==> src/rtl/instr_encoder.sv <==
// Packs MIPS R/I/J instruction fields into 32-bit words and streams them with byte addresses.
// Optional macro ENC_FIELD_CHECK_EN adds opcode legality checks per format.
module instr_encoder #(
   parameter logic [31:0] BASE_ADDR = 32'h0000_3000,
   parameter int unsigned DEPTH     = 1024
) (
   input  logic        clk,
   input  logic        reset,
   input  logic        in_valid,
   output logic        in_ready,
   input  logic [1:0]  fmt,
   input  logic [5:0]  op,
   input  logic [4:0]  rs,
   input  logic [4:0]  rt,
   input  logic [4:0]  rd,
   input  logic [4:0]  shamt,
   input  logic [5:0]  func,
   input  logic [15:0] imm,
   input  logic [25:0] target,
   output logic        out_valid,
   input  logic        out_ready,
   output logic [31:0] out_instr,
   output logic [31:0] out_addr,
   output logic [15:0] count,
   output logic        full,
   output logic        err
);

   typedef enum logic [1:0] {
      FMT_R   = 2'd0,
      FMT_I   = 2'd1,
      FMT_J   = 2'd2,
      FMT_BAD = 2'd3
   } fmt_e;

   localparam logic [5:0]  OP_SPECIAL = 6'h00;
   localparam logic [5:0]  OP_J       = 6'h02;
   localparam logic [5:0]  OP_JAL     = 6'h03;
   localparam logic [15:0] DEPTH_W    = DEPTH[15:0];

`ifdef ENC_FIELD_CHECK_EN
   localparam bit FIELD_CHECK = 1'b1;
`else
   localparam bit FIELD_CHECK = 1'b0;
`endif

   logic        valid_q;
   logic [31:0] instr_q;
   logic [31:0] addr_q;
   logic [31:0] next_addr_q;
   logic [15:0] count_q;
   logic        full_q;
   logic        err_q;

   logic [31:0] word_d;
   logic        legal_d;
   logic        take;
   logic        drain;

   // NOTE: every always_comb output gets a default first so no path leaves it unassigned (no latch).
   always_comb begin
      word_d  = '0;
      legal_d = 1'b0;
      case (fmt_e'(fmt))
         FMT_R: begin
            word_d  = {op, rs, rt, rd, shamt, func};
            legal_d = !FIELD_CHECK || (op == OP_SPECIAL);
         end
         FMT_I: begin
            word_d  = {op, rs, rt, imm};
            legal_d = !FIELD_CHECK ||
                      !((op == OP_SPECIAL) || (op == OP_J) || (op == OP_JAL));
         end
         FMT_J: begin
            word_d  = {op, target};
            legal_d = !FIELD_CHECK || (op == OP_J) || (op == OP_JAL);
         end
         default: begin
            word_d  = '0;
            legal_d = 1'b0;
         end
      endcase
   end

   // The output slot may be refilled in the same cycle it drains, giving one word per cycle.
   assign in_ready = !full_q && (!valid_q || out_ready);
   assign take     = in_valid && in_ready;
   assign drain    = valid_q && out_ready;

   // NOTE: state registers use non-blocking assignments so every flop samples pre-edge values.
   always_ff @(posedge clk) begin
      if (reset) begin
         valid_q     <= 1'b0;
         instr_q     <= '0;
         addr_q      <= BASE_ADDR;
         next_addr_q <= BASE_ADDR;
         count_q     <= '0;
         full_q      <= 1'b0;
         err_q       <= 1'b0;
      end else begin
         if (drain) begin
            valid_q <= 1'b0;
         end
         if (take && legal_d) begin
            valid_q     <= 1'b1;
            instr_q     <= word_d;
            addr_q      <= next_addr_q;
            next_addr_q <= next_addr_q + 32'd4;
            count_q     <= count_q + 16'd1;
            full_q      <= ((count_q + 16'd1) == DEPTH_W);
         end
         // Rejected bundles are dropped; only the sticky error records them.
         if (take && !legal_d) begin
            err_q <= 1'b1;
         end
      end
   end

   assign out_valid = valid_q;
   assign out_instr = instr_q;
   assign out_addr  = addr_q;
   assign count     = count_q;
   assign full      = full_q;
   assign err       = err_q;

endmodule

==> config.mk <==
export PLATFORM = sky130hd
export DESIGN_NAME = instr_encoder
export DESIGN_NICKNAME = d
export VERILOG_FILES = /design/src/rtl/instr_encoder.sv
export SDC_FILE = /design/constraint.sdc
export NUM_CORES = 1
export LEC_CHECK = 0
export BUFFER_PORTS_ARGS = -buffer_cell sky130_fd_sc_hd__buf_2
export CORE_AREA = 2 2 102 104
export CTS_CLUSTER_DIAMETER = 80
export DETAILED_ROUTE_END_ITERATION = 7
export DIE_AREA = 0 0 104 106
export GPL_TIMING_DRIVEN = 1
export PLACE_DENSITY = 0.79
export SYNTH_ARGS = -nofsm -noshare
export SYNTH_HDL_FRONTEND = slang
export SYNTH_SLANG_ARGS = --single-unit
==> constraint.sdc <==
create_clock -name clk -period 2.7 [get_ports clk]
set_input_delay 0.405 -clock clk [delete_from_list [all_inputs] [get_ports clk]]
set_output_delay 0.405 -clock clk [all_outputs]
set_load 0.03 [all_outputs]
==> impl_metrics.yaml <==
worst_setup_path:
  worstPathCellList: "ha_1 -> nand4_1 -> o41a_1 -> a2111oi_0 -> a32o_1"
  cp_max_fo: 10
  critPathMaxStageDelay_ps: 550
  criticalPathCategory: "flop to flop"
  cp-end-kind: "flop"
  crit_required_ps: 3010
  slowest_stage: "o41a_1"
  cp.arrival_ps: 2740
  cp_num_buf_inv: 0
  startpoint_type: "flop"
  crit_family: "compound AO/OA/AOI/OAI gates"
synthesis:
  syn_inst: 596
  synth_area_mm2: 0.004961
  syn_area_per_cell_um2: 8.324
  synth_cell_types: 46
  yosys_register_bits: 111
  dominantRegCellSynth: "dfxtp_1"
  synth_edf_count: 0
  yosysWarnings: 0
  yosysSeqAreaShare_pct: 44.79
  synth_top_area_share_pct: 44.79
  ys_top_cells_by_area: "dfxtp_1 45%, nand2_1 6.9%, xnor2_1 5.5%, nor2_1 5.1%, a21oi_1 4.7%"
  synth_top_area_cell: "dfxtp_1"
  synth_async_sr_flop_share_pct: 0
cts:
  clockRootBuffer: "clkbuf_8"
  cts_made_buffers: 9
  clkLatencyLatePin_ps: 360
  cts_post_setup_buffers_inserted: 0
  holdBufCountCts: 0
  cts_tree: "yes"
  clkTransAtPathRegs_ps: 100
  cts_buffer_depth: 2
  h-tree-depth: 3
  cts-resized-gates: 0
  cts_num_sinks: 111
pwr:
  pwr-share-seq_pct: 55.4
  p_leak_nw: 2.476
  comb_power_share_pct: 13.9
  peakVddDrop_mv: 0.2952
  sw_frac_of_total_pct: 27.02
  p_clk_share_pct: 30.7
  power.internal_mw: 2.259
  power_density_mw_per_mm2: 512.6
  p_sw_mw: 0.8367
global_route:
  grt_overflow: 0
  grt_pass1_vias: 4530
  grt_max_degree: 44
  track_usage_pct: 23.21
  antenna_found_initial: 0
  grt_pass1_wl_mm: 21.34
drt:
  drcViolationCount: 0
  num_vias: 4810
  postRouteWirelength_mm: 12.70
  wl_per_cell_um: 14.51
  initialDrtViolationCount: 228
  antenna_left: 0
  viasPerCell: 5.497
  drtPass1Iterations: 4
placement:
  hpwl_mm: 9.279
  place.gp.congestion: 0.8709
  portBuffers: 161
worst_hold_path:
  hold_class: "input pin to flop"
sta:
  fin_worst_skew_ps: 9.606
  setup_tns_ps: 0
  rsz0062_at_grt: "false"
  holdWs_ps: 270.5
  hold_violations: 0
  setup_violations: 0
  max_freq_mhz: 411.7
  period_needed_ps: 2429
  slew_headroom_pct: 39.90
  tightest_slew_ps: 898.2
  finalMaxSlewViolations: 0
  fin_crit_sh_pct: 89.96
die:
  die_x_um: 104
  num_rows: 37
  io_pins: 164
  die_h_um: 106
  die_area_mm2: 0.01102
  core_area_mm2: 0.01000
  initial_core_util_pct: 49.61
final_layout:
  syn_to_final_growth_pct: 21.74
  drive_above_1_share_pct: 28.82
  diodes: 0
  utilization_pct: 60.40
  fin_nets: 818
run:
  maxCapViolCount: 0
status:
  status: "finished clean"
## sequential cells by signal (all words and copies together) (netlist names)
signal       flops
full             1
out_instr       32
err              1
out_valid        1
count           16
next_addr_q     30
out_addr        30
## Yosys cell counts (2+ instances only)
master      n
dfxtp_1   111
nand2_1    91
nor2_1     68
a21oi_1    47
nor3_1     38
clkbuf_1   31
xnor2_1    31
a221oi_1   26
nand3_1    20
mux2_2     17
nor4_1     16
nand4_1    11
o21ai_0     8
or3_1       8
xor2_1      8
and4_1      7
buf_1       6
inv_1       6
buf_2       5
and2_1      4
and3_1      4
buf_4       3
ha_1        3
nor2b_1     3
a31o_2      2
a31oi_1     2
## layout make-up
| cell class | instances | area, um^2 |
|---|---|---|
| Tap cell | 136 | 170.2 |
| Fill cell | 907 | 3960 |
| Multi-Input combinational cell | 433 | 2531 |
| Inverter | 7 | 26.28 |
| Timing Repair Buffer | 173 | 910.9 |
| Sequential cell | 111 | 2222 |
| Clock buffer | 11 | 131.4 |
| Clock inverter | 4 | 47.55 |
## cell families after synthesis
kind of cell,Yosys count,synth area share [%]
adder cells (fa/ha/maj),3,0.7567
buffers and inverters,53,4.388
AO/OA/AOI/OAI,93,12.21
multiplexers,18,4.060
AND/OR/NAND/NOR,278,26.84
other,1,0.07559
XOR/XNOR,39,6.885
flip-flops,111,44.79
## per-stage QoR
step                setup slack, ps  std cells  cell area [um^2]  power [mW]
finish                        271.0        875              6040       3.096
global route                  107.7        875              6040       3.230
CTS                           294.6        875              6040       3.119
detailed placement            313.8        860              5861       2.181
global placement              421.2        860              5861       2.170
floorplan                     437.8        597              4965       2.028
## cells in the final DEF, fill, tap and decap left out, types with 2 or more instances in the layout
cell type  instances
ha_1               3
a221oi_1          26
inv_1              6
nor2b_1            3
and3_1             3
a31o_2             2
clkbuf_8           9
clkinv_2           2
xor2_1             8
mux2_2            17
o21ai_0            8
buf_4             12
a21oi_1           47
dfxtp_1          111
nor4_1            16
nand2_1           91
nand3_1           19
and4_1             7
clkbuf_1           2
nand4_1           11
nor2_1            68
or3_1              8
and2_1             4
xnor2_1           31
nor3_1            38
buf_2            160
conb_1             2
a31oi_1            2
## final timing paths
kind	startpoint	to	slack [ps]	cells after the start
worst max-delay path	count[0]	full	270	5
worst min-delay path	op[2]	out_instr[28]	270	3
worst max register to register	count[0]	full	270	5
worst min register to register	out_addr[23]	out_addr[23]	460	2
## worst register-to-register path: cells and delay by family, from the launching register on
family	cells	cell delay (ps)
AO/OA/AOI/OAI	3	1060
flip-flops	1	520
AND/OR/NAND/NOR	1	460
adder cells (fa/ha/maj)	1	330
## routing by layer
| metal | vias up | track usage, % | routed length, um |
|---|---|---|---|
| met4 | 0 | 9.073 | 307 |
| met5 | - | 0 | 0 |
| met2 | 165 | 39.94 | 6158 |
| met1 | 2253 | 28.57 | 5469 |
| met3 | 28 | 4.844 | 765 |
| li1 | 2364 | - | - |
## power groups by stage
stage	registers [mW]	logic, mW	clock network, mW
2_1_floorplan	1.84	0.189	0
3_3_place_gp	1.75	0.420	0
3_5_place_dp	1.75	0.430	0
4_1_cts	1.71	0.430	0.974
5_1_grt	1.72	0.467	1.04
6_report	1.71	0.429	0.952
(Power assumes the default switching activity.)
